File: config.mk
export PLATFORM = sky130hd
export DESIGN_NAME = c_ctrl_pipe
export DESIGN_NICKNAME = d
export VERILOG_FILES = /design/src/rtl/c_pipe_pkg.sv /design/src/rtl/c_pipe_stage.sv /design/src/rtl/c_ctrl_pipe.sv
export SDC_FILE = /design/constraint.sdc
export NUM_CORES = 1
export LEC_CHECK = 0
export ABC_AREA = 1
export CORE_MARGIN = 2
export CORE_UTILIZATION = 49
export DETAILED_ROUTE_END_ITERATION = 16
export PLACE_DENSITY = 0.81
export SLEW_MARGIN = 15
export SYNTH_ARGS = -nofsm -noshare
export SYNTH_HDL_FRONTEND = slang
export SYNTH_HIERARCHICAL = 1
export SYNTH_SLANG_ARGS = --single-unit
File: constraint.sdc
create_clock -name clk -period 2.6 [get_ports clk]
set_input_delay 0.52 -clock clk [delete_from_list [all_inputs] [get_ports clk]]
set_output_delay 0.52 -clock clk [all_outputs]
set_load 0.02 [all_outputs]
File: src/rtl/c_pipe_pkg.sv
// Shared definitions for the decoded-control pipeline: bundle layout, NOP
// encoding and a saturating adder for the performance counters.
package c_pipe_pkg;

    // Bit offsets of the fields inside the 16-bit decoded control bundle.
    localparam int REGWE_E_BIT  = 0;
    localparam int REGWE_W_BIT  = 1;
    localparam int MEMWRITE_BIT = 2;
    localparam int BRANCH_BIT   = 3;
    localparam int OPBSRC_BIT   = 4;
    localparam int JUMP_BIT     = 5;
    localparam int EXPATH_LSB   = 6;
    localparam int ALUFUNC_LSB  = 8;
    localparam int FUNCT3_LSB   = 12;

    typedef struct packed {
        logic       spare;
        logic [2:0] funct3;
        logic [3:0] alu_func;
        logic [1:0] ex_path;
        logic       jump;
        logic       op_b_src;
        logic       branch;
        logic       mem_write;
        logic       reg_we_w;
        logic       reg_we_e;
    } ctrl_t;

    // A NOP only selects the immediate operand; every write enable is off.
    localparam logic [15:0] NOP_DEFAULT = 16'(1) << OPBSRC_BIT;

    function automatic logic [31:0] sat_add(input logic [31:0] a,
                                            input logic [31:0] b,
                                            input logic [31:0] max_val);
        logic [32:0] sum;
        sum = {1'b0, a} + {1'b0, b};
        if (sum > {1'b0, max_val}) begin
            return max_val;
        end
        return sum[31:0];
    endfunction

endpackage

File: src/rtl/c_pipe_stage.sv
// One pipeline register (valid + control bundle) with flush > stall > advance
// priority; a killed upstream stage feeds this one a bubble.
module c_pipe_stage
    import c_pipe_pkg::*;
#(
    parameter int               WIDTH     = 16,
    parameter logic [WIDTH-1:0] NOP_VALUE = WIDTH'(NOP_DEFAULT)
) (
    input  logic             clk,
    input  logic             reset,
    input  logic             flush_i,
    input  logic             stall_i,
    input  logic             kill_i,
    input  logic             src_valid_i,
    input  logic [WIDTH-1:0] src_data_i,
    output logic             valid_o,
    output logic [WIDTH-1:0] data_o
);

    logic             valid_q, valid_d;
    logic [WIDTH-1:0] data_q,  data_d;

    // NOTE: defaults first so every branch assigns both next-state signals; no latch is inferred.
    always_comb begin
        valid_d = valid_q;
        data_d  = data_q;
        if (flush_i) begin
            valid_d = 1'b0;
            data_d  = NOP_VALUE;
        end else if (stall_i) begin
            valid_d = valid_q;
            data_d  = data_q;
        end else if (kill_i || !src_valid_i) begin
            // Upstream is held or killed, or simply empty: never duplicate its data.
            valid_d = 1'b0;
            data_d  = NOP_VALUE;
        end else begin
            valid_d = 1'b1;
            data_d  = src_data_i;
        end
    end

    // NOTE: sequential state uses non-blocking assignments so all stages sample the same pre-edge values.
    always_ff @(posedge clk or posedge reset) begin
        if (reset) begin
            valid_q <= 1'b0;
            data_q  <= NOP_VALUE;
        end else begin
            valid_q <= valid_d;
            data_q  <= data_d;
        end
    end

    assign valid_o = valid_q;
    assign data_o  = data_q;

endmodule

File: src/rtl/c_ctrl_pipe.sv
// Decoded-control pipeline: STAGES chained stage registers plus bubble/flush
// performance counters and a sticky stall-protocol error flag.
module c_ctrl_pipe
    import c_pipe_pkg::*;
#(
    parameter int               WIDTH     = 16,
    parameter int               STAGES    = 3,
    parameter logic [WIDTH-1:0] NOP_VALUE = WIDTH'(NOP_DEFAULT),
    parameter int               CNT_W     = 16
) (
    input  logic                    clk,
    input  logic                    reset,
    input  logic                    in_valid,
    input  logic [WIDTH-1:0]        in_data,
    input  logic [STAGES-1:0]       stall,
    input  logic [STAGES-1:0]       flush,
    output logic [STAGES-1:0]       out_valid,
    output logic [STAGES*WIDTH-1:0] out_data,
    output logic [CNT_W-1:0]        bubble_cnt,
    output logic [CNT_W-1:0]        flush_cnt,
    output logic                    stall_err
);

    localparam logic [31:0] CNT_MAX = 32'({CNT_W{1'b1}});

    for (genvar k = 0; k < STAGES; k++) begin : g_stage
        if (k == 0) begin : g_head
            c_pipe_stage #(.WIDTH(WIDTH), .NOP_VALUE(NOP_VALUE)) u_stage (
                .clk         (clk),
                .reset       (reset),
                .flush_i     (flush[k]),
                .stall_i     (stall[k]),
                .kill_i      (1'b0),
                .src_valid_i (in_valid),
                .src_data_i  (in_data),
                .valid_o     (out_valid[k]),
                .data_o      (out_data[k*WIDTH +: WIDTH])
            );
        end else begin : g_body
            c_pipe_stage #(.WIDTH(WIDTH), .NOP_VALUE(NOP_VALUE)) u_stage (
                .clk         (clk),
                .reset       (reset),
                .flush_i     (flush[k]),
                .stall_i     (stall[k]),
                .kill_i      (stall[k-1] | flush[k-1]),
                .src_valid_i (out_valid[k-1]),
                .src_data_i  (out_data[(k-1)*WIDTH +: WIDTH]),
                .valid_o     (out_valid[k]),
                .data_o      (out_data[k*WIDTH +: WIDTH])
            );
        end
    end

    logic [CNT_W-1:0] bubble_cnt_q, bubble_cnt_d;
    logic [CNT_W-1:0] flush_cnt_q,  flush_cnt_d;
    logic             stall_err_q,  stall_err_d;
    logic [3:0]       kill_n;
    logic             violation;

    always_comb begin
        violation = 1'b0;
        kill_n    = '0;
        // A moving stage k feeding a held, surviving stage k+1 would overwrite it.
        for (int k = 0; k < STAGES - 1; k++) begin
            violation |= !stall[k] && stall[k+1] && !flush[k+1] && out_valid[k];
        end
        for (int k = 0; k < STAGES; k++) begin
            kill_n += 4'(flush[k] & out_valid[k]);
        end
        bubble_cnt_d = CNT_W'(sat_add(32'(bubble_cnt_q), 32'(!out_valid[STAGES-1]), CNT_MAX));
        flush_cnt_d  = CNT_W'(sat_add(32'(flush_cnt_q), 32'(kill_n), CNT_MAX));
        stall_err_d  = stall_err_q | violation;
    end

    always_ff @(posedge clk or posedge reset) begin
        if (reset) begin
            bubble_cnt_q <= '0;
            flush_cnt_q  <= '0;
            stall_err_q  <= 1'b0;
        end else begin
            bubble_cnt_q <= bubble_cnt_d;
            flush_cnt_q  <= flush_cnt_d;
            stall_err_q  <= stall_err_d;
        end
    end

    assign bubble_cnt = bubble_cnt_q;
    assign flush_cnt  = flush_cnt_q;
    assign stall_err  = stall_err_q;

endmodule

Word level (Yosys, flattened, before mapping). Index checks and enable logic that the tools add are counted.

Register bits after elaboration: 84. Input bits: 25. Output and inout port bits: 84. Word-level logic and storage cells: 64.

Add/subtract/negate cells: 4. Magnitude comparators: 2. Equal/unequal tests: 3. Mux-type cells: 24. Bitwise operators: 7. Reductions and logical operators: 15.

Operator list (count): 16-bit 2-to-1 mux (13); 17-bit by 16-bit > comparator with 1-bit output (second input constant) (2); 16-bit by 1-bit adder with 17-bit output (1); 16-bit by 3-bit adder with 17-bit output (1); 1-bit 2-to-1 mux (11); 1-bit logical NOT (7); 1-bit logical AND (6); 2-bit by 1-bit != test with 1-bit output (second input constant) (3); 1-bit bitwise OR (4); 2-bit by 1-bit adder with 3-bit output (1); 1-bit bitwise AND (3); 1-bit by 1-bit adder with 2-bit output (1); 1-bit logical OR (2).

Logic depth before layout (Yosys ltp). Gate-level depths: netlist of run 1.

Word-level depth: 7. Gate-level depth with buffers: 13. Gate-level depth less buffers: 13.

Modules after synthesis. The synthesis of run 1 kept the hierarchy.

By module, submodules not included: c_pipe_stage (instances 3, cells an instance 80, area each 721.9 µm², sequential area each 426.7 µm²); c_ctrl_pipe (instances 1, cells an instance 257, area each 1968.1 µm², sequential area each 825.8 µm²).

Least setup slack after synthesis of run 1. Ideal clock, no wire load.

Path kind: reg2reg. From: reg g_stage[0].g_head.u_stage.valid_q. To: reg flush_cnt_q[12], in the netlist flush_cnt[12]. Setup time: 66 ps. Arrival time: 2369 ps. Required time: 2534 ps. Slack: 166 ps. Stages on the path, launching flop included: 14. Buffers on the path: 0. Period minus slack after synthesis: 2434 ps. Path through: dfrtp_1 -> nand2_1 -> fa_1 -> inv_1 -> ha_1 -> inv_1 -> fa_1 -> inv_1 -> nand3_1 -> nor2_1 -> nand2_1 -> nor2_1 -> nand2_1 -> nand2_1.

Longest elaborated chain between the ends: 7.

Ends and longest elaborated chain: from (decl) (RTL line c_pipe_stage.sv:20) `logic valid_q, valid_d;`; from (signal assigned) (RTL line c_pipe_stage.sv:49) `valid_q <= valid_d;`; 1-bit bitwise AND * (RTL line c_ctrl_pipe.sv:68) `kill_n += 4'(flush[k] & out_valid[k]);`; 1-bit by 1-bit adder with 2-bit output * (RTL line c_ctrl_pipe.sv:68); 2-bit by 1-bit adder with 3-bit output * (RTL line c_ctrl_pipe.sv:68); 16-bit by 3-bit adder with 17-bit output * (RTL line c_pipe_pkg.sv:36) `sum = {1'b0, a} + {1'b0, b};`; 17-bit by 16-bit > comparator with 1-bit output (RTL line c_pipe_pkg.sv:37) `if (sum > {1'b0, max_val}) begin`; 1-bit 2-to-1 mux (RTL line c_pipe_pkg.sv:37); 16-bit 2-to-1 mux * (RTL line c_pipe_pkg.sv:40) `return sum[31:0];`; named net flush_cnt_d[12] (RTL line c_ctrl_pipe.sv:55) `logic [CNT_W-1:0] flush_cnt_q, flush_cnt_d;`; to (signal assigned) (RTL line c_ctrl_pipe.sv:82) `flush_cnt_q <= flush_cnt_d;`; to (decl) (RTL line c_ctrl_pipe.sv:55).

The timed path passes the listed nets; every way through them passes the cells marked *. A chain may end at the register's enable or synchronous reset.

Final worst setup path of run 1.
From: reg flush_cnt_q[0], in the netlist flush_cnt[0]. To: reg flush_cnt_q[7], in the netlist flush_cnt[7].

Longest elaborated chain between the ends: 4.

Ends and longest elaborated chain (RTL line): 16-bit by 3-bit adder with 17-bit output * (c_pipe_pkg.sv:36); 17-bit by 16-bit > comparator with 1-bit output (c_pipe_pkg.sv:37); 1-bit 2-to-1 mux (c_pipe_pkg.sv:37); 16-bit 2-to-1 mux * (c_pipe_pkg.sv:40); named net flush_cnt_d[7] (c_ctrl_pipe.sv:55).

Marks and branches as above.

==> impl_results.html, run 1 <==
<table>
<tr><th>Metric</th><th>Value</th></tr>
<tr><th colspan="2">Critical path</th></tr>
<tr><td>Critical Path Source Type</td><td>flip-flop</td></tr>
<tr><td>Worst setup path class</td><td>reg2reg</td></tr>
<tr><td>Type of destination of the critical path</td><td>flip-flop</td></tr>
<tr><td>CP required</td><td>2880 ps</td></tr>
<tr><td>Peak fanout along the critical path</td><td>4</td></tr>
<tr><td>CP Data Arrival Time</td><td>2680 ps</td></tr>
<tr><th colspan="2">Final layout</th></tr>
<tr><td>Number of antenna cells inserted</td><td>0</td></tr>
<tr><td>Layout net count</td><td>647</td></tr>
<tr><td>Final non-filler cell area</td><td>5560 um2</td></tr>
<tr><td>Area grow syn2layout</td><td>34.4%</td></tr>
<tr><td>Post-Layout Cell Count</td><td>726</td></tr>
<tr><td>Share of final-layout standard cells stronger than drive strength 1</td><td>11.6%</td></tr>
<tr><th colspan="2">Timing</th></tr>
<tr><td>Tightest Pin Transition</td><td>620 ps</td></tr>
<tr><td>Worst slew margin relative to its limit</td><td>58.6%</td></tr>
<tr><td>Final worst-path cycle share</td><td>92.1%</td></tr>
<tr><td>Unrepaired setup endpoints after global routing</td><td>false</td></tr>
<tr><td>Worst slack on hold paths</td><td>484 ps</td></tr>
<tr><td>Fmax</td><td>418 MHz</td></tr>
<tr><td>Final sum of negative setup slack</td><td>0 ps</td></tr>
<tr><td>Setup violations, final</td><td>0</td></tr>
<tr><td>Minimum clock period after layout</td><td>2400 ps</td></tr>
<tr><td>Count of endpoints failing hold in the final timing report</td><td>0</td></tr>
<tr><td>Final worst clock skew</td><td>11.5 ps</td></tr>
<tr><td>Fin. max-slew vios</td><td>0</td></tr>
<tr><th colspan="2">Place</th></tr>
<tr><td>Cells after DPL</td><td>709</td></tr>
<tr><td>Placed inst area</td><td>5320 um2</td></tr>
<tr><td>Buffers on Ports</td><td>108</td></tr>
<tr><td>RD Place Congestion</td><td>0.867</td></tr>
<tr><td>Hpwl dp</td><td>7330 um</td></tr>
<tr><th colspan="2">Die</th></tr>
<tr><td>FP Rows</td><td>33</td></tr>
<tr><td>Starting Density</td><td>50.3%</td></tr>
<tr><td>I/O pin cnt</td><td>109</td></tr>
<tr><td>Die area</td><td>9190 um2</td></tr>
<tr><td>Area of the core region</td><td>8220 um2</td></tr>
<tr><td>Die outline height</td><td>95.9 um</td></tr>
<tr><td>Horiz. Die Dim</td><td>95.9 um</td></tr>
<tr><th colspan="2">Synthesis</th></tr>
<tr><td>Simple-gate share of the synthesized area</td><td>36.1%</td></tr>
<tr><td>Main combinational cell family by area after synthesis</td><td>simple AND/OR/NAND/NOR gates</td></tr>
<tr><td>Yosys warning total</td><td>6</td></tr>
<tr><td>Parity-gate share of the synthesized area counting xor and xnor cells</td><td>2.33%</td></tr>
<tr><td>Gate count after technology mapping</td><td>497</td></tr>
<tr><td>Count of distinct cell types in the synthesized netlist</td><td>31</td></tr>
<tr><td>Flop and latch count out of synthesis</td><td>84</td></tr>
<tr><td>Synth Area in Compound Gates</td><td>1.18%</td></tr>
<tr><td>Post-Syn Area</td><td>4130 um2</td></tr>
<tr><td>Mux cell area share after synthesis</td><td>0%</td></tr>
<tr><td>Adder and majority cell fraction of the synthesized area</td><td>2.18%</td></tr>
<tr><td>Sequential share of the synthesized area</td><td>50.9%</td></tr>
<tr><td>Syn Area/Cell</td><td>8.32 um2</td></tr>
<tr><td>Synthesized net count</td><td>528</td></tr>
<tr><th colspan="2">Worst hold path</th></tr>
<tr><td>Worst min path class</td><td>reg2reg</td></tr>
<tr><th colspan="2">Drt</th></tr>
<tr><td>Number of design-rule violations left by the first detailed-router iteration</td><td>118</td></tr>
<tr><td>Pre-Repair DR Iteration Count</td><td>5</td></tr>
<tr><td>Number of nets with antenna violations after detailed routing</td><td>0</td></tr>
<tr><td>DRC viols</td><td>0</td></tr>
<tr><td>Average via count per standard cell</td><td>4.91</td></tr>
<tr><td>Wire per inst</td><td>13.0 um</td></tr>
<tr><td>Wire length after detailed routing</td><td>9450 um</td></tr>
<tr><td>Detailed-route via count</td><td>3564</td></tr>
<tr><th colspan="2">GRT</th></tr>
<tr><td>Global-route usage over all layers</td><td>21.9%</td></tr>
<tr><td>Pin count of the biggest net entering global routing</td><td>34</td></tr>
<tr><td>First-pass GRT wire length</td><td>15700 um</td></tr>
<tr><td>Via count of the first global-routing pass</td><td>3503</td></tr>
<tr><td>Sum of overflow across all layers after global routing</td><td>0</td></tr>
<tr><td>Initial antenna violation count</td><td>0</td></tr>
<tr><th colspan="2">CTS</th></tr>
<tr><td>Clock sink total</td><td>84</td></tr>
<tr><td>Clock root buffer master</td><td>sky130_fd_sc_hd__clkbuf_8</td></tr>
<tr><td>Clock tree from TritonCTS</td><td>done</td></tr>
<tr><td>CTS buffer count</td><td>9</td></tr>
<tr><td>Maximum count of clock buffers along a single path</td><td>2</td></tr>
<tr><td>Clock input transition at the sequential cells of the worst setup and hold paths</td><td>90 ps</td></tr>
<tr><td>Count of H-tree levels built during CTS</td><td>3</td></tr>
<tr><td>Post-cts hold buffer count</td><td>0</td></tr>
<tr><td>Insertion delay to the later sink of the worst-skew pair</td><td>340 ps</td></tr>
<tr><th colspan="2">Power and ir drop</th></tr>
<tr><td>Worst-case vdd ir drop</td><td>0.000332 V</td></tr>
<tr><td>Post-layout total power</td><td>3.16 mW</td></tr>
<tr><td>Leakage dissipation</td><td>2.82 nW</td></tr>
<tr><td>Power density over cell area</td><td>568 nW/um2</td></tr>
<tr><th colspan="2">Run</th></tr>
<tr><td>Max Cap Viol</td><td>0</td></tr>
<tr><th colspan="2">Run status</th></tr>
<tr><td>Outcome</td><td>completed</td></tr>
</table>
[state kept, by name, summed over array words and instances (netlist names)]
signal,flops
g_stage.g_body.u_stage/data_o,32
bubble_cnt,16
flush_cnt,16
g_stage.g_head.u_stage/data_o,16
g_stage.g_body.u_stage/valid_o,2
g_stage.g_head.u_stage/valid_o,1
stall_err,1
[per-stage QoR]
| step | setup WS (ps) | utilization [%] |
|---|---|---|
| after floorplan | 166 | - |
| after CTS | 4.91 | 67.2 |
| final | 205 | 67.6 |
| after global placement | -392 | 64.7 |
| after global routing | 99.4 | 67.6 |
| after detailed placement | -483 | 64.7 |
[final timing paths]
| path | slack [ps] | to | start | depth (start not counted) |
|---|---|---|---|---|
| min in group asynchronous | 650 | g_stage[0].g_head.u_stage/data_o[2] | reset | 2 |
| max reg2reg | 200 | flush_cnt[7] | flush_cnt[0] | 13 |
| max | 200 | flush_cnt[7] | flush_cnt[0] | 13 |
| min reg2reg | 480 | g_stage[2].g_body.u_stage/data_o[1] | g_stage[2].g_body.u_stage/data_o[1] | 2 |
| min | 480 | g_stage[2].g_body.u_stage/data_o[1] | g_stage[2].g_body.u_stage/data_o[1] | 2 |
| max in group asynchronous | 1530 | g_stage[2].g_body.u_stage/data_o[11] | reset | 2 |
[placed cells by master, fill, tap and decap left out, types with 2 or more instances in the layout]
master / Yosys / layout
sky130_fd_sc_hd__nand2_1: 185 / 184
sky130_fd_sc_hd__clkdlybuf4s50_1: 0 / 106
sky130_fd_sc_hd__dfrtp_1: 81 / 81
sky130_fd_sc_hd__nand3_1: 70 / 69
sky130_fd_sc_hd__inv_1: 46 / 45
sky130_fd_sc_hd__nor2_1: 28 / 27
sky130_fd_sc_hd__buf_4: 0 / 12
sky130_fd_sc_hd__nor2_4: 10 / 11
sky130_fd_sc_hd__xor2_1: 10 / 10
sky130_fd_sc_hd__nand2_2: 8 / 9
sky130_fd_sc_hd__clkbuf_8: 0 / 9
sky130_fd_sc_hd__nand4_1: 6 / 6
sky130_fd_sc_hd__nor2_2: 5 / 5
sky130_fd_sc_hd__inv_2: 4 / 5
sky130_fd_sc_hd__o21ai_0: 4 / 4
sky130_fd_sc_hd__ha_1: 4 / 3
sky130_fd_sc_hd__clkinvlp_4: 0 / 3
sky130_fd_sc_hd__dfstp_2: 3 / 3
sky130_fd_sc_hd__and2_1: 2 / 2
sky130_fd_sc_hd__nor3_1: 2 / 2
sky130_fd_sc_hd__o21ai_1: 2 / 2
sky130_fd_sc_hd__nand3_2: 2 / 2
sky130_fd_sc_hd__or2_2: 2 / 2
sky130_fd_sc_hd__inv_6: 0 / 2
sky130_fd_sc_hd__dlymetal6s2s_1: 0 / 2
[layout make-up]
cell class	count	area [um2]
flip-flops and latches	84	2110
inverters	50	188
clock inverters	7	75.1
well taps	105	131
fillers	673	2660
repair buffers	120	1180
clock buffers	9	124
multi-input cells	351	1760
[power breakdown]
| part | internal [mW] | leakage [nW] | switching (mW) | total, mW |
|---|---|---|---|---|
| logic | 0.311 | 1.61 | 0.383 | 0.695 |
| registers | 1.40 | 1.12 | 0.136 | 1.54 |
| clock network | 0.449 | 0.0923 | 0.475 | 0.924 |
[layer usage]
layer | wire, um | track usage (%)
met5 | 0 | 0
met2 | 4850 | 39.5
met1 | 3860 | 25.2
met4 | 122 | 7.50
met3 | 614 | 5.64
[what timing repair did]
action | 4_1_cts | 5_1_grt
buffers inserted | 0 | 1
pin swaps | 0 | 7
setup endpoints to repair | 6 | 7
gates resized for setup | 2 | 8
[cell families after synthesis]
logic type	after synthesis
fa+ha+maj	6
buf+inv	62
flops	84
compound gates	9
other cells	1
simple gates	324
xor+xnor	11
[Yosys cell counts (all sizes together)]
| cell type | n | share of area [%] |
|---|---|---|
| nand3b | 1 | 0.27 |
| o21ai | 6 | 0.73 |
| xor2 | 10 | 2.1 |
| nor3 | 3 | 0.48 |
| buf | 12 | 2.7 |
| dfrtp | 81 | 49 |
| a31oi | 1 | 0.15 |
| xnor2 | 1 | 0.21 |
| inv | 50 | 4.5 |
| ha | 4 | 1.2 |
| conb | 1 | 0.091 |
| nand3 | 72 | 9.0 |
| or2 | 2 | 0.30 |
| nand2 | 193 | 18 |
| a21oi | 1 | 0.12 |
| and2 | 2 | 0.30 |
| nor2 | 43 | 6.0 |
| dfstp | 3 | 1.9 |
| fa | 2 | 0.97 |
| o21bai | 1 | 0.18 |
| nand4 | 8 | 1.7 |
[worst max-delay path: stages, from the launching register on]
cell                      delay (ps)
sky130_fd_sc_hd__dfrtp_1         390
sky130_fd_sc_hd__inv_1            70
sky130_fd_sc_hd__fa_1            460
sky130_fd_sc_hd__inv_1            70
sky130_fd_sc_hd__ha_2            170
sky130_fd_sc_hd__inv_1            60
sky130_fd_sc_hd__fa_2            440
sky130_fd_sc_hd__inv_2           110
sky130_fd_sc_hd__nand3_4          80
sky130_fd_sc_hd__nor2_4          140
sky130_fd_sc_hd__nand2_1          60
sky130_fd_sc_hd__nor2_1          110
sky130_fd_sc_hd__nand2_1         110
sky130_fd_sc_hd__nand2_1          90
No activity file was read; power rests on OpenSTA's default activity.
==> run 2: changes to the inputs <==
CORE_UTILIZATION = 53   (was 49)
CTS_CLUSTER_DIAMETER = 80   (was default)
PLACE_DENSITY = 0.86   (was 0.81)
clock period = 2.9 ns   (was 2.6 ns; I/O delays follow)
==> run 2 against run 1 <==
Compared with the run above:
- cell count down 0.69%
- die area down 7.2%
- register-to-register slack improved by 320 ps
- via count rose by 3.0%
- sequential power fell by 10%
- global-route usage rose by 2.3 points
- sequential share of layout area is 0.18 points higher
- critical path depth is 1 higher
- wire length up 2.5%
- largest power group unchanged
==> impl_results.html, run 2 (synthesis results as in run 1) <==
<table>
<tr><th>Metric</th><th>Value</th></tr>
<tr><th colspan="2">CTS</th></tr>
<tr><td>Clock sink total</td><td>84 (unchanged)</td></tr>
<tr><td>CTS buffer count</td><td>9 (unchanged)</td></tr>
<tr><td>Clock input transition at the sequential cells of the worst setup and hold paths</td><td>90 ps (about the same)</td></tr>
<tr><td>Post-cts hold buffer count</td><td>0 (unchanged)</td></tr>
<tr><td>Count of H-tree levels built during CTS</td><td>3 (unchanged)</td></tr>
<tr><td>Insertion delay to the later sink of the worst-skew pair</td><td>340 ps (about the same)</td></tr>
<tr><td>Maximum count of clock buffers along a single path</td><td>2 (unchanged)</td></tr>
<tr><td>Clock root buffer master</td><td>sky130_fd_sc_hd__clkbuf_8</td></tr>
<tr><td>Post-CTS repair timing setup buffer count</td><td>0 (unchanged)</td></tr>
<tr><td>Clock tree from TritonCTS</td><td>done</td></tr>
<tr><td>Post_cts resized</td><td>0 (-2)</td></tr>
<tr><th colspan="2">Final layout</th></tr>
<tr><td>Share of final-layout standard cells stronger than drive strength 1</td><td>10.5% (-1.1 points)</td></tr>
<tr><td>Area grow syn2layout</td><td>33.8%</td></tr>
<tr><td>Largest register FFs</td><td>32 (unchanged)</td></tr>
<tr><td>Fill cell total of the finished layout</td><td>572 (-15%)</td></tr>
<tr><td>Commonest cells after routing, fill and taps aside</td><td>sky130_fd_sc_hd__nand2_1 (185), sky130_fd_sc_hd__clkdlybuf4s50_1 (108), sky130_fd_sc_hd__dfrtp_1 (81)</td></tr>
<tr><td>Number of antenna cells inserted</td><td>0 (unchanged)</td></tr>
<tr><td>Post-Layout Cell Count</td><td>721 (-0.69%)</td></tr>
<tr><td>Most common library cell in the layout ignoring fill and taps</td><td>sky130_fd_sc_hd__nand2_1</td></tr>
<tr><td>Layout net count</td><td>645 (-0.31%)</td></tr>
<tr><th colspan="2">Drt</th></tr>
<tr><td>Number of design-rule violations left by the first detailed-router iteration</td><td>143 (+21%)</td></tr>
<tr><td>Detailed-route via count</td><td>3671 (+3.0%)</td></tr>
<tr><td>Wire length after detailed routing</td><td>9690 um (+2.5%)</td></tr>
<tr><td>Average via count per standard cell</td><td>5.09 (+3.7%)</td></tr>
<tr><td>Wire per inst</td><td>13.4 um (+3.2%)</td></tr>
<tr><td>DRC viols</td><td>0 (unchanged)</td></tr>
<tr><td>Number of nets with antenna violations after detailed routing</td><td>0 (unchanged)</td></tr>
<tr><td>Pre-Repair DR Iteration Count</td><td>4 (-1)</td></tr>
<tr><th colspan="2">Power and ir drop</th></tr>
<tr><td>Worst-case vdd ir drop</td><td>0.000270 V (-19%)</td></tr>
<tr><td>Power density over cell area</td><td>527 nW/um2 (-7.3%)</td></tr>
<tr><td>Leakage dissipation</td><td>2.80 nW (-0.42%)</td></tr>
<tr><th colspan="2">Critical path</th></tr>
<tr><td>Worst setup path class</td><td>in2reg</td></tr>
<tr><td>Critical Path Stages</td><td>14 (+1)</td></tr>
<tr><td>Critical Path Source Type</td><td>input port</td></tr>
<tr><td>Max incr delay on CP</td><td>480 ps (+20 ps)</td></tr>
<tr><td>Worst reg2reg setup slack</td><td>520 ps (+320 ps)</td></tr>
<tr><td>Type of destination of the critical path</td><td>flip-flop</td></tr>
<tr><td>Cell depth of the worst flop-to-flop path</td><td>13 (unchanged)</td></tr>
<tr><td>Worst r2r src</td><td>g_stage[0].g_head.u_stage/valid_o</td></tr>
<tr><td>Slowest CP cell</td><td>sky130_fd_sc_hd__clkdlybuf4s50_1</td></tr>
<tr><td>Crit path buffers/inverters</td><td>4 (unchanged)</td></tr>
<tr><td>Crit Reg-Reg Endpoint</td><td>flush_cnt[9]</td></tr>
<tr><td>Most common cell type on the critical path</td><td>sky130_fd_sc_hd__nand2_1</td></tr>
<tr><td>Family of cells with the greatest summed delay on the critical path</td><td>adder cells</td></tr>
<tr><td>Peak fanout along the critical path</td><td>4 (unchanged)</td></tr>
<tr><td>Cells along the critical path</td><td>clkdlybuf4s50_1 -&gt; nand2_1 -&gt; fa_1 -&gt; inv_1 -&gt; ha_1 -&gt; inv_1 -&gt; fa_2 -&gt; inv_1 -&gt; nand3_1 -&gt; nor2_1 -&gt; nand2_1 -&gt; nor2_1 -&gt; nand2_1 -&gt; nand2_1</td></tr>
<tr><td>CP Data Arrival Time</td><td>2940 ps (+260 ps)</td></tr>
<tr><td>Timing endpoint of the critical path</td><td>flush_cnt[9]</td></tr>
<tr><td>Crit path from</td><td>flush[0]</td></tr>
<tr><td>CP required</td><td>3190 ps (+310 ps)</td></tr>
<tr><th colspan="2">Run</th></tr>
<tr><td>Max Cap Viol</td><td>0 (unchanged)</td></tr>
<tr><th colspan="2">Timing</th></tr>
<tr><td>Worst slack on hold paths</td><td>473 ps (-11.1 ps)</td></tr>
<tr><td>Fmax</td><td>377 MHz</td></tr>
<tr><td>Fin. max-slew vios</td><td>0 (unchanged)</td></tr>
<tr><td>Setup violations, final</td><td>0 (unchanged)</td></tr>
<tr><td>Final worst clock skew</td><td>9.16 ps (-2.37 ps)</td></tr>
<tr><td>Worst slew margin relative to its limit</td><td>58.4% (-0.15 points)</td></tr>
<tr><td>Tightest Pin Transition</td><td>623 ps (+2.18 ps)</td></tr>
<tr><td>Unrepaired setup endpoints after global routing</td><td>false</td></tr>
<tr><td>Minimum clock period after layout</td><td>2660 ps</td></tr>
<tr><td>Final worst-path cycle share</td><td>91.6%</td></tr>
<tr><td>Count of endpoints failing hold in the final timing report</td><td>0 (unchanged)</td></tr>
<tr><th colspan="2">Die</th></tr>
<tr><td>FP Rows</td><td>32 (-3.0%)</td></tr>
<tr><td>Area of the core region</td><td>7650 um2 (-6.9%)</td></tr>
<tr><td>Starting Density</td><td>54.1% (+3.7 points)</td></tr>
<tr><td>I/O pin cnt</td><td>109 (unchanged)</td></tr>
<tr><td>Die outline height</td><td>92.3 um (-3.7%)</td></tr>
<tr><td>Horiz. Die Dim</td><td>92.3 um (-3.7%)</td></tr>
<tr><td>Die area</td><td>8520 um2 (-7.2%)</td></tr>
<tr><th colspan="2">Run status</th></tr>
<tr><td>Outcome</td><td>completed</td></tr>
<tr><th colspan="2">Place</th></tr>
<tr><td>RD Place Congestion</td><td>0.864 (-0.39%)</td></tr>
<tr><td>Hpwl dp</td><td>7320 um (-0.23%)</td></tr>
<tr><td>Buffers on Ports</td><td>108 (unchanged)</td></tr>
<tr><td>Cells after DPL</td><td>705 (-0.56%)</td></tr>
<tr><th colspan="2">Worst hold path</th></tr>
<tr><td>Worst min path class</td><td>reg2reg</td></tr>
<tr><th colspan="2">GRT</th></tr>
<tr><td>Sum of overflow across all layers after global routing</td><td>0 (unchanged)</td></tr>
<tr><td>First-pass GRT wire length</td><td>16600 um (+5.4%)</td></tr>
<tr><td>Pin count of the biggest net entering global routing</td><td>34 (unchanged)</td></tr>
<tr><td>Via count of the first global-routing pass</td><td>3647 (+4.1%)</td></tr>
<tr><td>Initial antenna violation count</td><td>0 (unchanged)</td></tr>
<tr><td>Global-route usage over all layers</td><td>24.2% (+2.3 points)</td></tr>
</table>
-- run 2: cell count changes in the layout (fill, tap and decap cells not counted), sizes merged --
cell and delta:
dlymetal6s2s -2, buf -2, bufinv +1, clkdlybuf4s50 +2, clkinvlp -1
-- run 2: worst min-delay path by stage --
| stage | slack (ps) | startpoint | to | cells after the start |
|---|---|---|---|---|
| after floorplan | 510 | reset | g_stage[0].g_head.u_stage/data_o[0] | 1 |
| after global placement | 450 | stall_err | stall_err | 2 |
| after detailed placement | 450 | stall_err | stall_err | 2 |
| after CTS | 480 | stall_err | stall_err | 2 |
| after global routing | 490 | stall_err | stall_err | 2 |
| final | 470 | stall_err | stall_err | 2 |
-- run 2: area by class of cell --
cell class	instances	area, um2	share of cell area (%)
sequential	84	2110	38.1
multi-input combinational	351	1730	31.3
timing repair buffer	118	1160	20.9
inverter	50	188	3.39
tap	102	128	2.31
clock buffer	9	124	2.24
clock inverter	7	97.6	1.76
-- run 2: through the flow --
| stage | setup slack, ps | power [mW] | area [um2] | util (%) | setup TNS (ps) |
|---|---|---|---|---|---|
| floorplan | 414 | 1.74 | 4130 | - | 0 |
| global placement | -138 | 1.99 | 5310 | 69.4 | -988 |
| detailed placement | -214 | 2.02 | 5310 | 69.4 | -2230 |
| CTS | 166 | 2.93 | 5530 | 72.3 | 0 |
| global route | 28.4 | 3.07 | 5530 | 72.3 | 0 |
| finish | 245 | 2.91 | 5530 | 72.3 | 0 |
-- run 2: layer usage --
layer / routed length [um] / vias to the layer above / track usage [%]
met5: 0 / - / 0
met2: 5070 / 120 / 42.6
met3: 623 / 10 / 5.70
met1: 3900 / 1745 / 29.3
li1: - / 1796 / -
met4: 87 / 0 / 8.08
-- run 2: power by group --
part	switching, mW	internal [mW]
logic	0.347	0.277
clock network	0.426	0.489
registers	0.116	1.26
-- run 2: worst min-delay path, stage by stage (launching register included) --
cell                      delay (ps)
sky130_fd_sc_hd__dfrtp_1         350
sky130_fd_sc_hd__a31oi_1          50
sky130_fd_sc_hd__nand2_1          50
==> run 3: changes to the inputs <==
GPL_ROUTABILITY_DRIVEN = 0   (was default)
==> results of run 3 <==
Same layout as run 2: the final DEF is identical, and so are final timing and power.
